<file path="src/rtl/block_serial_subtractor.sv">
// block_serial_subtractor
// Multi-cycle unsigned subtractor: diff = (a - b - bin) mod 2^N, bout = (a < b + bin).
// One BLOCK_SIZE-bit slice is processed per clock, least-significant slice first.
// Inside a slice the borrow ripples bit by bit; when every bit of the slice
// propagates (a_i == b_i) the slice borrow-in is forwarded directly as the
// slice borrow-out (block-skip). Both paths give the same value.
//
// Ports:
//   clk        rising-edge clock
//   rst_n      asynchronous active-low reset
//   in_valid   operands present          in_ready   block can accept operands
//   a, b, bin  minuend, subtrahend, borrow in
//   out_valid  diff/bout valid           out_ready  sink accepts result
//   diff       (a - b - bin) mod 2^N     bout       final borrow out
//   busy       high while an operation is in RUN or DONE
module block_serial_subtractor #(
  parameter int N          = 8,
  parameter int BLOCK_SIZE = 4
) (
  input  logic         clk,
  input  logic         rst_n,
  input  logic         in_valid,
  output logic         in_ready,
  input  logic [N-1:0] a,
  input  logic [N-1:0] b,
  input  logic         bin,
  output logic         out_valid,
  input  logic         out_ready,
  output logic [N-1:0] diff,
  output logic         bout,
  output logic         busy
);

  localparam int NB = (N + BLOCK_SIZE - 1) / BLOCK_SIZE;
  localparam int KW = (NB > 1) ? $clog2(NB) : 1;
  localparam logic [KW-1:0] K_LAST = KW'(NB - 1);

  typedef enum logic [1:0] {
    ST_IDLE = 2'd0,
    ST_RUN  = 2'd1,
    ST_DONE = 2'd2
  } state_t;

  state_t          r_state;
  logic [N-1:0]    r_a;
  logic [N-1:0]    r_b;
  logic            r_br;
  logic [KW-1:0]   r_k;
  logic [N-1:0]    r_diff;
  logic            r_bout;
  logic            r_in_ready;
  logic            r_out_valid;
  logic            r_busy;

  logic [31:0]           w_shamt;
  logic [BLOCK_SIZE-1:0] w_a_sl;
  logic [BLOCK_SIZE-1:0] w_b_sl;
  logic [BLOCK_SIZE-1:0] w_d_sl;
  logic [BLOCK_SIZE-1:0] w_p_sl;
  logic [BLOCK_SIZE:0]   w_br;
  logic                  w_sl_bout;
  logic [N-1:0]          w_ins;

  // Borrow generated out of one bit position of a - b - br.
  function automatic logic borrow_next(input logic ai, input logic bi, input logic bri);
    return (~ai & bi) | (~(ai ^ bi) & bri);
  endfunction

  // Current slice: extract operands, ripple the borrow, pick skip or ripple borrow-out.
  // Bits beyond N shift in as zero; such bits have a_i == b_i == 0, so they
  // propagate the borrow unchanged and the partial last slice needs no special case.
  always_comb begin
    w_shamt = 32'(r_k) * 32'(BLOCK_SIZE);
    w_a_sl  = BLOCK_SIZE'(r_a >> w_shamt);
    w_b_sl  = BLOCK_SIZE'(r_b >> w_shamt);
    w_br    = {(BLOCK_SIZE + 1){1'b0}};
    w_d_sl  = {BLOCK_SIZE{1'b0}};
    w_p_sl  = {BLOCK_SIZE{1'b0}};
    w_br[0] = r_br;
    for (int j = 0; j < BLOCK_SIZE; j++) begin
      w_d_sl[j]   = w_a_sl[j] ^ w_b_sl[j] ^ w_br[j];
      w_p_sl[j]   = ~(w_a_sl[j] ^ w_b_sl[j]);
      w_br[j + 1] = borrow_next(w_a_sl[j], w_b_sl[j], w_br[j]);
    end
    if (&w_p_sl) begin
      w_sl_bout = r_br;
    end else begin
      w_sl_bout = w_br[BLOCK_SIZE];
    end
    // Slice bits placed at their position; anything above N is dropped by the cast.
    w_ins = N'({{N{1'b0}}, w_d_sl} << w_shamt);
  end

  // Control FSM with registered handshake outputs and result registers.
  always_ff @(posedge clk or negedge rst_n) begin
    if (!rst_n) begin
      r_state     <= ST_IDLE;
      r_a         <= {N{1'b0}};
      r_b         <= {N{1'b0}};
      r_br        <= 1'b0;
      r_k         <= {KW{1'b0}};
      r_diff      <= {N{1'b0}};
      r_bout      <= 1'b0;
      r_in_ready  <= 1'b1;
      r_out_valid <= 1'b0;
      r_busy      <= 1'b0;
    end else begin
      case (r_state)
        ST_IDLE: begin
          if (in_valid && r_in_ready) begin
            r_a        <= a;
            r_b        <= b;
            r_br       <= bin;
            r_k        <= {KW{1'b0}};
            r_diff     <= {N{1'b0}};
            r_bout     <= 1'b0;
            r_in_ready <= 1'b0;
            r_busy     <= 1'b1;
            r_state    <= ST_RUN;
          end
        end
        ST_RUN: begin
          // diff was cleared on accept, so OR-ing in each slice leaves uncomputed bits at 0.
          r_diff <= r_diff | w_ins;
          r_br   <= w_sl_bout;
          if (r_k == K_LAST) begin
            r_bout      <= w_sl_bout;
            r_out_valid <= 1'b1;
            r_state     <= ST_DONE;
          end else begin
            r_k <= r_k + {{(KW - 1){1'b0}}, 1'b1};
          end
        end
        ST_DONE: begin
          if (out_ready) begin
            r_out_valid <= 1'b0;
            r_busy      <= 1'b0;
            r_in_ready  <= 1'b1;
            r_state     <= ST_IDLE;
          end
        end
        default: begin
          r_out_valid <= 1'b0;
          r_busy      <= 1'b0;
          r_in_ready  <= 1'b1;
          r_state     <= ST_IDLE;
        end
      endcase
    end
  end

  assign in_ready  = r_in_ready;
  assign out_valid = r_out_valid;
  assign diff      = r_diff;
  assign bout      = r_bout;
  assign busy      = r_busy;

endmodule

</file>
<file path="config.mk">
export PLATFORM = sky130hd
export DESIGN_NAME = block_serial_subtractor
export DESIGN_NICKNAME = d
export VERILOG_FILES = /design/src/rtl/block_serial_subtractor.sv
export SDC_FILE = /design/constraint.sdc
export NUM_CORES = 1
export LEC_CHECK = 0
export CORE_MARGIN = 2
export CORE_UTILIZATION = 50
export CTS_CLUSTER_SIZE = 28
export DETAILED_ROUTE_END_ITERATION = 8
export GPL_TIMING_DRIVEN = 0
export PLACE_DENSITY = 0.79
export SLEW_MARGIN = 20
export SYNTH_ARGS = -nofsm -noshare
export SYNTH_HDL_FRONTEND = slang
export SYNTH_SLANG_ARGS = --single-unit
</file>
<file path="constraint.sdc">
create_clock -name clk -period 5.8 [get_ports clk]
set_clock_uncertainty 0.05 [all_clocks]
set_input_delay 0.87 -clock clk [delete_from_list [all_inputs] [get_ports clk]]
set_output_delay 0.87 -clock clk [all_outputs]
set_load 0.03 [all_outputs]
</file>
* After elaboration in Yosys (flattened, before gate mapping)
Index checks and enable logic that the tools add are counted.
W data, S select, Z words.
** Storage, ports and cells
- Flip-flop bits (word level) :: 32
- Input bits :: 21
- Logic and storage cells :: 81
** Cells by class
- Add/subtract/negate cells :: 1
- Equal/unequal tests :: 5
- Shift-type cells :: 3
- Multiplexer cells :: 21
- Bitwise logic cells :: 31
- Reductions and logical operators :: 10
** Operators with widths (number)
- $pmux W8 S2 :: 1
- $shr A8 B3 Y4 :: 2
- $reduce_and A3 Y1 :: 4
- $not A1 Y1 :: 10
- $mux W1 :: 9
- $pmux W1 S3 :: 3
- $and A1 B1 Y1 :: 8
- $mux W8 :: 1
- $or A8 B8 Y8 :: 1
- $shl A4 B3 Y8 :: 1
- $xor A1 B1 Y1 :: 8
- $mux W2 :: 3
- $ne A2 B2 Y1 const B :: 3
- $pmux W1 S2 :: 3
- $pmux W2 S3 :: 1
- $or A1 B1 Y1 :: 4
- $reduce_and A2 Y1 :: 2
- $reduce_and A4 Y1 :: 1
- $eq A2 B1 Y1 const B :: 1
- $eq A2 B2 Y1 const B :: 1
- $logic_not A2 Y1 :: 1
- $reduce_bool A2 Y1 :: 1
- $add A1 B1 Y1 const B :: 1
- $logic_and A1 B1 Y1 :: 1

* Longest topological paths before layout
- Word-level depth :: 14
- Gate-level depth with buffers :: 10

* Worst setup path before layout
OpenSTA, ideal clock, no wires.
- Path kind :: flip-flop to flip-flop
- Start :: register r_k
- End :: register r_br
- Setup time :: 119 ps
- Arrival time :: 2541 ps
- Data required time :: 5631 ps
- Setup slack :: 3090 ps
- Stages on the path, launching flop included :: 11
- Buffers on the path :: 1
- Cell sequence :: dfrtp_1 > buf_2 > mux2_2 > fa_1 > inv_1 > fa_1 > fa_1 > inv_1 > fa_1 > o32a_1 > o21a_1
** Between the ends
- Word-level cells in the longest chain between the ends :: 13
- Elaborated cells between the ends (all ways) :: 29
- Those cells by class :: 2 x shift; 2 x mux; 24 x bitwise; 1 x reduce/logical
** RTL lines
- from (decl) :: RTL line 48 : logic [KW-1:0] r_k;
- from (signal assigned) :: RTL line 101 : r_k <= {KW{1'b0}};
- from (signal assigned) :: RTL line 114 : r_k <= {KW{1'b0}};
- from (signal assigned) :: RTL line 131 : r_k <= r_k + {{(KW - 1){1'b0}}, 1'b1};
- $shr A8 B3 Y4, on equally long branches :: RTL line 74, 75
- $xor A1 B1 Y1 :: RTL line 66, 82
- $not A1 Y1 :: RTL line 66, 82
- $and A1 B1 Y1 :: RTL line 66 : return (~ai & bi) | (~(ai ^ bi) & bri);
- $or A1 B1 Y1 :: RTL line 66
- $and A1 B1 Y1 :: RTL line 66
- $or A1 B1 Y1 :: RTL line 66
- $and A1 B1 Y1 :: RTL line 66
- $or A1 B1 Y1 :: RTL line 66
- $and A1 B1 Y1 :: RTL line 66
- $or A1 B1 Y1 :: RTL line 66
- $mux W1 (*) :: RTL line 85 : if (&w_p_sl) begin
- $pmux W1 S2 (*) :: RTL line 108 : case (r_state)
- to (signal assigned) :: RTL line 113 : r_br <= bin;
- to (signal assigned) :: RTL line 125 : r_br <= w_sl_bout;
- to (decl) :: RTL line 47 : logic r_br;
Every way passes the cells marked *; elsewhere a longest branch is shown, timed or not.
A chain may end at the register's enable or synchronous reset.

* Final worst setup path
Same ends and word-level chain as after synthesis.

==> results.json <==
{
  "dr_wl_met3_um": 140,
  "critPathMaxFanout": 10,
  "layout-drive-gt1-share_pct": 21.3,
  "status": "complete, no violations",
  "cts_tree": "yes",
  "cpMostUsedCell": "fa_1",
  "post_cts_buffers": 0,
  "maxUsedRoutingLayer": "met4",
  "postCtsHoldBufs": 0,
  "path_class": "reg -> reg",
  "synth_cells": 115,
  "finalSetupViolCount": 0,
  "vias_per_cell": 5.29,
  "nNetsFinal": 183,
  "grt-ovfl-total": 0,
  "antenna_cells": 0,
  "hp-start": "busy",
  "die_area_um2": 3590,
  "initial_core_util_pct": 52.0,
  "coreArea_um2": 3000,
  "grt_first_pass_wirelength_mm": 4.99,
  "rsz0062_at_grt": "no",
  "timing.hold.ws_ps": 429,
  "crit_required_ps": 5980,
  "fmax_ghz": 0.336,
  "grtUsageTotal_pct": 19.6,
  "leakage_nw": 0.989,
  "grt_pass1_vias": 1095,
  "critPathLaunchType": "flip-flop",
  "postSynthAreaPerCell_um2": 13.6,
  "dr_wl_met2_mm": 1.53,
  "post-place-ws_ps": 2830,
  "initialDrtViolationCount": 26,
  "rr_startpoint": "r_k",
  "worst_pin_slew_ps": 686,
  "p_total_mw": 1.15,
  "io_pins": 33,
  "cts_made_buffers": 5,
  "ctsResizeCount": 0,
  "final.min_clock_period_ps": 2970,
  "path_cells": "buf_2, mux2_2, fa_1, inv_1, fa_1, fa_1, inv_1, fa_1, o32a_1, o21a_1",
  "hp-class": "reg -> reg",
  "clk_pin_slew_ps": 100,
  "reg2reg_depth": 10,
  "r2r_end": "r_br",
  "min_delay_path_depth": 2,
  "cap_violations": 0,
  "setup-tns-final_ps": 0,
  "num_rows": 20,
  "numPortBuffers": 32,
  "fp.dieH_um": 59.9,
  "fill_cells": 249,
  "hold_path_end": "busy",
  "ys_types": 23,
  "yosys_warnings": 0,
  "dp_hpwl_mm": 2.22,
  "wl_per_cell_um": 15.3,
  "wl_met1_mm": 1.18,
  "hold_viol": 0,
  "finalCritPeriodShare_pct": 51.2,
  "netlist_area_um2": 1560,
  "setup_ws_ps": 2830,
  "slew_headroom_pct": 54.3,
  "synth_nets": 144,
  "peakVddDrop_v": 0.000313,
  "rrSetupSlack_ps": 2830,
  "critPathCaptureType": "flip-flop",
  "fp.dieW_um": 59.9,
  "wl_mm": 2.87,
  "worstSkewPairLatency_ps": 330,
  "ys_ff_latch": 32,
  "power.density_nw_per_um2": 579,
  "gp_congestion": 0.781,
  "cts_buffer_depth": 2,
  "ant_nets": 0,
  "clock-sinks": 32,
  "syn2layout_area_growth_pct": 26.8,
  "slew_violations": 0,
  "cpMaxStageDelayCell": "fa_1",
  "htree_levels": 2,
  "max_stage_delay_ps": 410,
  "vias": 994,
  "dr.pass1.iters": 4,
  "synth-seq-area-share_pct": 51.4,
  "grt_antenna_before_repair": 0,
  "clockRootBuffer": "clkbuf_4",
  "grt_max_degree": 33,
  "worstPathArrival_ps": 3150,
  "drc_errors": 0
}
## worst max-delay path: cells and delay by family (launching register included)
kind	cells	cell delay (ps)
multiplexers	1	400
AO/OA/AOI/OAI	2	470
adder cells (fa/ha/maj)	4	1130
buffers and inverters	3	420
flip-flops	1	390
## placed cells by master (no fill, tap or decap), types with 3 or more instances in the layout
master,count
dfrtp_1,31
ha_1,4
nor2_1,5
inv_1,8
buf_2,3
clkbuf_4,5
mux2i_1,8
fa_1,4
clkdlybuf4s50_1,31
a22o_1,4
nand2_1,11
o21ai_0,6
mux2_4,16
## layout make-up
class / instances / area (um2) / area share [%]
flip-flops and latches: 32 / 802 / 40.5
multi-input cells: 71 / 697 / 35.2
repair buffers: 32 / 315 / 15.9
clock buffers: 6 / 51.3 / 2.59
well taps: 33 / 41.3 / 2.09
plain buffers: 4 / 32.5 / 1.64
inverters: 8 / 30.0 / 1.52
clock inverters: 2 / 10.0 / 0.506
## cell families after synthesis
| family | synth area share (%) |
|---|---|
| AOI/OAI and AO/OA | 6.57 |
| adders and majority gates | 8.33 |
| buffers and inverters | 4.01 |
| DFF | 51.4 |
| muxes | 22.0 |
| and+or+nand+nor | 7.77 |
## metal layers
metal,GRT usage (%),vias up
met5,0,-
met2,34.0,32
li1,-,468
met3,6.49,3
met1,23.4,491
met4,4.76,0
## through the flow
| step | std cells | instance area, um2 | utilization (%) |
|---|---|---|---|
| 2_1_floorplan | 115 | 1560 | - |
| 3_3_place_gp | 180 | 1920 | 64.0 |
| 3_5_place_dp | 180 | 1920 | 63.9 |
| 4_1_cts | 188 | 1980 | 65.9 |
| 5_1_grt | 188 | 1980 | 65.9 |
| 6_report | 188 | 1980 | 65.9 |
## Yosys cell counts
cell,number,share of area [%]
and4_1,1,0.56
o21a_1,2,0.96
nand3b_1,1,0.48
o21ai_0,6,1.9
nor2_1,5,1.2
mux2i_1,8,5.1
fa_1,4,5.1
mux2_4,16,15
buf_2,2,0.64
ha_1,4,3.2
nand2b_1,2,0.80
mux2_2,2,1.4
dfstp_2,1,1.7
a22oi_1,1,0.48
nand3_1,1,0.32
o32a_1,1,0.64
inv_1,8,1.9
nand2_1,11,2.6
nand4bb_4,1,1.8
buf_6,2,1.4
dfrtp_1,31,50
a22o_1,4,2.2
a21oi_1,1,0.32
## where the power goes
group | switching (mW) | internal, mW | leakage, nW
registers | 0.0706 | 0.329 | 0.389
clock network | 0.0735 | 0.0576 | 0.0380
logic | 0.304 | 0.311 | 0.562
## flip-flops by register name (all words and copies together) (netlist names)
register,cells
out_valid,1
bout,1
diff,8
r_state,2
in_ready,1
busy,1
r_br,1
r_b,8
r_k,1
r_a,8
## worst max path at each step
stage,cells past startpoint,start,to,slack (ps)
after floorplan,10,r_k,r_br,3090
after global placement,10,r_k,r_br,2920
after detailed placement,10,r_k,r_br,2830
after CTS,10,r_k,r_br,2810
after global routing,10,r_k,diff[7],2630
final,10,r_k,r_br,2830
Power figures use the tool's default switching activity.
==> RTL change 1 (same settings) <==
Reset style: synchronous (`rst_n`), changed in one clocked block. Comments in the files are not updated.
--- a/src/rtl/block_serial_subtractor.sv
+++ b/src/rtl/block_serial_subtractor.sv
@@ -92,7 +92,7 @@
   end
 
   // Control FSM with registered handshake outputs and result registers.
-  always_ff @(posedge clk or negedge rst_n) begin
+  always_ff @(posedge clk) begin
     if (!rst_n) begin
       r_state     <= ST_IDLE;
       r_a         <= {N{1'b0}};
Behaviour: differs if rst_n is asserted again (counterexample within 4 cycles, from zero or initial values and one cycle with rst_n low); with rst_n held inactive, the same outputs for 10 cycles.
==> RTL change 1 against the original RTL <==
Wire length decreased by 6.8%. Maximum frequency increased by 5.4%. Setup slack improved by 0.15 ns. Final area decreased by 11%. Via count increased by 4.9%. Critical path depth increased by 1. Synthesized area decreased by 13%. Synthesized cell count increased by 8.7%. Sequential cell count unchanged. Cell count increased by 2.7%. Critical endpoint is now diff[7]$_SDFFE_PN0P_.
Power is not compared: it rests on default switching activity, and its combinational part moved more than twofold at a synthesized area within 25%.
==> RTL change 1: results (changes against the original RTL) <==
* Worst rel slew slack at 79.01% (was 54.27%)
* First-pass GRT wire length at 4353 um (was 4988 um)
* Clk slew on worst S/H paths at 0.10 ns (about the same)
* Leakage at 0.7295 nW
* Post-CTS sizing at 0 (unchanged)
* Final net count at 192 (was 183)
* WHS Path Cells at 1 (was 2)
* Routed via count at 1043 (was 994)
* Peak supply drop at 228.8 uV
* Worst r2r path cells at 11 (was 10)
* 1st-iter DRT viols at 13 (was 26)
* Reg2reg setup slack at 2.98 ns (was 2.83 ns)
* Global Route Usage Sum at 18.33% (was 19.60%)
* Port bufs at 31 (was 32)
* RR Startpoint: r_k$_SDFFE_PN0P_ (was r_k$_DFFE_PN0P_)
* Final core utilization at 69.79% (was 65.92%)
* Gpl congestion at 0.8088 (was 0.7808)
* Initial antenna violation count at 0 (unchanged)
* Crit path arrival time at 3.05 ns (was 3.15 ns)
* Hold path startpoint: diff[1]$_SDFFE_PN0P_ (was busy$_DFFE_PN0P_)
* Hold path endpoint: diff[1]$_SDFFE_PN0P_ (was busy$_DFFE_PN0P_)
* Post-DP HPWL at 2058 um (was 2220 um)
* Synth cell types at 29 (was 23)
* Hold Crit Class: reg -> reg (unchanged)
* Status: finished clean (unchanged)
* Yosys warns at 0 (unchanged)
* Final cell count without fillers at 193 (was 188)
* Post-synth ARST share at 0% (was 100.0%)
* Clk root buf: clkbuf_4 (unchanged)
* Worst r2r dst: diff[7]$_SDFFE_PN0P_ (was r_br$_DFFE_PN0P_)
* Clock Path Buffers at 2 (unchanged)
* Number of CTS-inserted buffers at 5 (unchanged)
* Antenna Cells at 0 (unchanged)
* Net Count, Synth at 154 (was 144)
* Synth top area cells: dfxtp_1 47%, a22o_1 10%, fa_1 5.9% (was dfrtp_1 50%, mux2_4 15%, fa_1 5.1%)
* GRT overflow at 0 (unchanged)
* Worst-Skew Late Latency at 0.33 ns (about the same)
* Placed cell area at 0.001714 mm2 (was 0.001918 mm2)
* Synth cell count leaders: 32 x dfxtp_1, 16 x a22o_1, 11 x nor2_1, 10 x inv_1 (was 31 x dfrtp_1, 16 x mux2_4, 11 x nand2_1, 8 x inv_1, 8 x mux2i_1)
* Avg Cell Area, Syn at 10.93 um2 (was 13.58 um2)
* Setup Buffers After CTS at 0 (unchanged)
* Fraction of layout cells with a size suffix above 1 at 11.04% (was 21.29%)
* Critical path startpoint category: flop (unchanged)
* CP Max Fanout at 10 (unchanged)
* Sequential share of the synthesized area at 46.89% (was 51.36%)
* Drt total wl at 2675 um (was 2870 um)
* Largest net degree at the start of global routing at 11 (was 33)
## RTL change 1: worst max-delay path by stage
stage	to	cells past startpoint	slack, ns	start
after global routing	diff[7]$_SDFFE_PN0P_	11	2.80	r_k$_SDFFE_PN0P_
after detailed placement	diff[7]$_SDFFE_PN0P_	11	2.96	r_k$_SDFFE_PN0P_
final	diff[7]$_SDFFE_PN0P_	11	2.98	r_k$_SDFFE_PN0P_
after global placement	diff[7]$_SDFFE_PN0P_	11	3.05	r_k$_SDFFE_PN0P_
after CTS	diff[7]$_SDFFE_PN0P_	11	2.94	r_k$_SDFFE_PN0P_
after floorplan	diff[7]$_SDFFE_PN0P_	11	3.24	r_k$_SDFFE_PN0P_
## RTL change 1: per-layer routing
metal / GRT usage, % / vias to the layer above / part of all wire [%]
met4: 10.54 / 0 / 2.5
met3: 6.452 / 7 / 5.5
met2: 29.08 / 26 / 47
met5: 0 / - / 0
li1: - / 520 / -
met1: 21.34 / 490 / 45
## RTL change 1: where the power goes
part	switching [mW]	internal, mW
registers	0.0137	0.239
clock network	0.0713	0.0445
logic	0.0711	0.0684
total	0.156	0.352
## RTL change 1: cell families (layout without fill, tap and decap cells)
kind of cell    count (synthesis)  in the layout  synth area share, %
mux                             9              9                6.777
buf+inv                        17             55                6.593
flops                          32             32                46.89
compound gates                 34             34                18.86
fa+ha+maj                       8              8                9.524
simple gates                   25             25                11.36
## RTL change 1: worst max-delay path, cell delays in order, from the launching register on
cell,delay [ns]
dfxtp_1,0.34
buf_2,0.27
mux2i_1,0.35
fa_1,0.23
inv_1,0.05
fa_1,0.38
fa_1,0.37
inv_1,0.07
fa_1,0.45
inv_1,0.08
a21oi_1,0.05
nor2_1,0.07
## RTL change 1: area by class of cell
class	count	area, um2
Inverter	11	41.29
Multi-Input combinational cell	76	635.6
Buffer	6	48.80
Tap cell	30	37.54
Clock buffer	6	41.29
Timing Repair Buffer	31	310.3
Sequential cell	32	640.6
Fill cell	201	762.0
Clock inverter	1	5.005
## RTL change 1: per-stage QoR
stage	hold slack [ns]	total power [mW]
final	0.4170	0.5081
after global routing	0.4308	0.5383
after CTS	0.4221	0.5148
after detailed placement	0.3972	0.3990
after global placement	0.3938	0.3922
after floorplan	0.3932	0.3484
==> RTL change 2 (same settings) <==
Without the edit above. `N`: 8 -> 4.
--- a/src/rtl/block_serial_subtractor.sv
+++ b/src/rtl/block_serial_subtractor.sv
@@ -14,7 +14,7 @@
 //   diff       (a - b - bin) mod 2^N     bout       final borrow out
 //   busy       high while an operation is in RUN or DONE
 module block_serial_subtractor #(
-  parameter int N          = 8,
+  parameter int N          = 4,
   parameter int BLOCK_SIZE = 4
 ) (
   input  logic         clk,
Interface: changed (resized a, b and diff); port bits go from 33 to 21. The function was not compared with the original's and may differ.
==> RTL change 2 against the original RTL <==
Sequential power down 48%. Highest routed layer unchanged. Synthesized area down 40%. Combinational power down 63%. Critical endpoint is now in_ready. Global-route usage down 1.8 points. Sequential share of layout area down 0.79 points. Wire length down 45%. Sequential cell count down 13. Power down 56%. Setup slack better by 0.51 ns. Synthesized cell count down 27%. Cell count down 29%. Final area down 39%. Critical path type is now reg -> out. Core utilization up 2.8 points.
==> RTL change 2: results (changes against the original RTL) <==
* Gpl congestion at 0.7880 (was 0.7808)
* Filler cell count at 147 (was 249)
* Synth cell types at 25 (was 23)
* Reg2reg setup slack at 3.55 ns (was 2.83 ns)
* DR vias/cell at 4.925 (was 5.287)
* H-tree levels at 1 (was 2)
* CP top delay family: buffers and inverters (was adder cells)
* Sequential share of the synthesized area at 50.60% (was 51.36%)
* Critical path's slowest cell: clkdlybuf4s50_1 (was fa_1)
* Largest stage delay, worst path at 0.68 ns (was 0.41 ns)
* First-pass GRT wire length at 2697 um (was 4988 um)
* Synth top area share at 47.81% (was 49.68%)
* Post-DP HPWL at 1196 um (was 2220 um)
* DRT Pass-1 Iters at 3 (was 4)
* Wire per inst at 11.95 um (was 15.27 um)
* Net Count, Synth at 105 (was 144)
* Port bufs at 20 (was 32)
* Fraction of layout cells with a size suffix above 1 at 12.04% (was 21.29%)
* CP Max Fanout at 5 (was 10)
* Synth top area cells: dfrtp_1 48%, fa_1 8.5%, ha_1 5.3% (was dfrtp_1 50%, mux2_4 15%, fa_1 5.1%)
* Synth cell count leaders: 18 x dfrtp_1, 11 x inv_1, 9 x nand2_1, 7 x nor2_1, 7 x o21ai_0 (was 31 x dfrtp_1, 16 x mux2_4, 11 x nand2_1, 8 x inv_1, 8 x mux2i_1)
* Worst Tran Pin Value at 0.8440 ns (was 0.6859 ns)
* Worst-Skew Late Latency at 0.29 ns (was 0.33 ns)
* Number of CTS-inserted buffers at 3 (was 5)
* Global Route Usage Sum at 17.76% (was 19.60%)
* Status: finished clean (unchanged)
* Avg Cell Area, Syn at 11.22 um2 (was 13.58 um2)
* 1st-iter DRT viols at 7 (was 26)
* Placed Cells incl. Taps at 129 (was 180)
[RTL change 2: cell families after synthesis]
family,after synthesis,share of synthesized area [%]
AND/OR/NAND/NOR,23,12.49
flip-flops,19,50.60
AO/OA/AOI/OAI,17,11.29
buffers and inverters,14,8.366
adder cells (fa/ha/maj),8,13.81
multiplexers,3,3.453
[RTL change 2: worst paths after layout]
path	from	endpoint
max in group asynchronous	rst_n	r_b[3]$_DFFE_PN0P_
min in group asynchronous	rst_n	r_b[2]$_DFFE_PN0P_
setup / recovery	in_ready$_DFFE_PN1P_	in_ready
hold / removal	out_valid$_DFFE_PN0P_	out_valid$_DFFE_PN0P_
setup reg to reg	r_a[0]$_DFFE_PN0P_	diff[3]$_DFFE_PN0P_
hold reg to reg	out_valid$_DFFE_PN0P_	out_valid$_DFFE_PN0P_
[RTL change 2: cell type report]
cell class,instances,share of cell area [%]
multi-input cells,51,32.22
inverters,11,3.441
clock buffers,4,2.190
well taps,25,2.607
plain buffers,3,3.128
repair buffers,20,16.68
flip-flops and latches,19,39.73
[RTL change 2: where the power goes]
group          internal, mW  leakage [nW]  switching [mW]
logic                 0.102         0.322           0.126
clock network        0.0267        0.0150          0.0395
registers             0.179         0.223          0.0295
total                 0.308         0.560           0.195
[RTL change 2: per-layer routing]
| metal | vias up | wire length, um | global-route usage, % | part of all wire [%] |
|---|---|---|---|---|
| li1 | 318 | - | - | - |
| met1 | 326 | 796 | 24.14 | 50 |
| met2 | 9 | 726 | 26.76 | 46 |
| met3 | 2 | 45 | 4.528 | 2.8 |
| met4 | 0 | 20 | 8.333 | 1.3 |
| met5 | - | 0 | 0 | 0 |
[RTL change 2: per-stage QoR]
step / utilization (%) / worst slack [ns]
floorplan: - / 3.666
finish: 68.75 / 3.337
global placement: 67.24 / 3.592
CTS: 68.75 / 3.328
global route: 68.75 / 3.296
detailed placement: 67.24 / 3.549
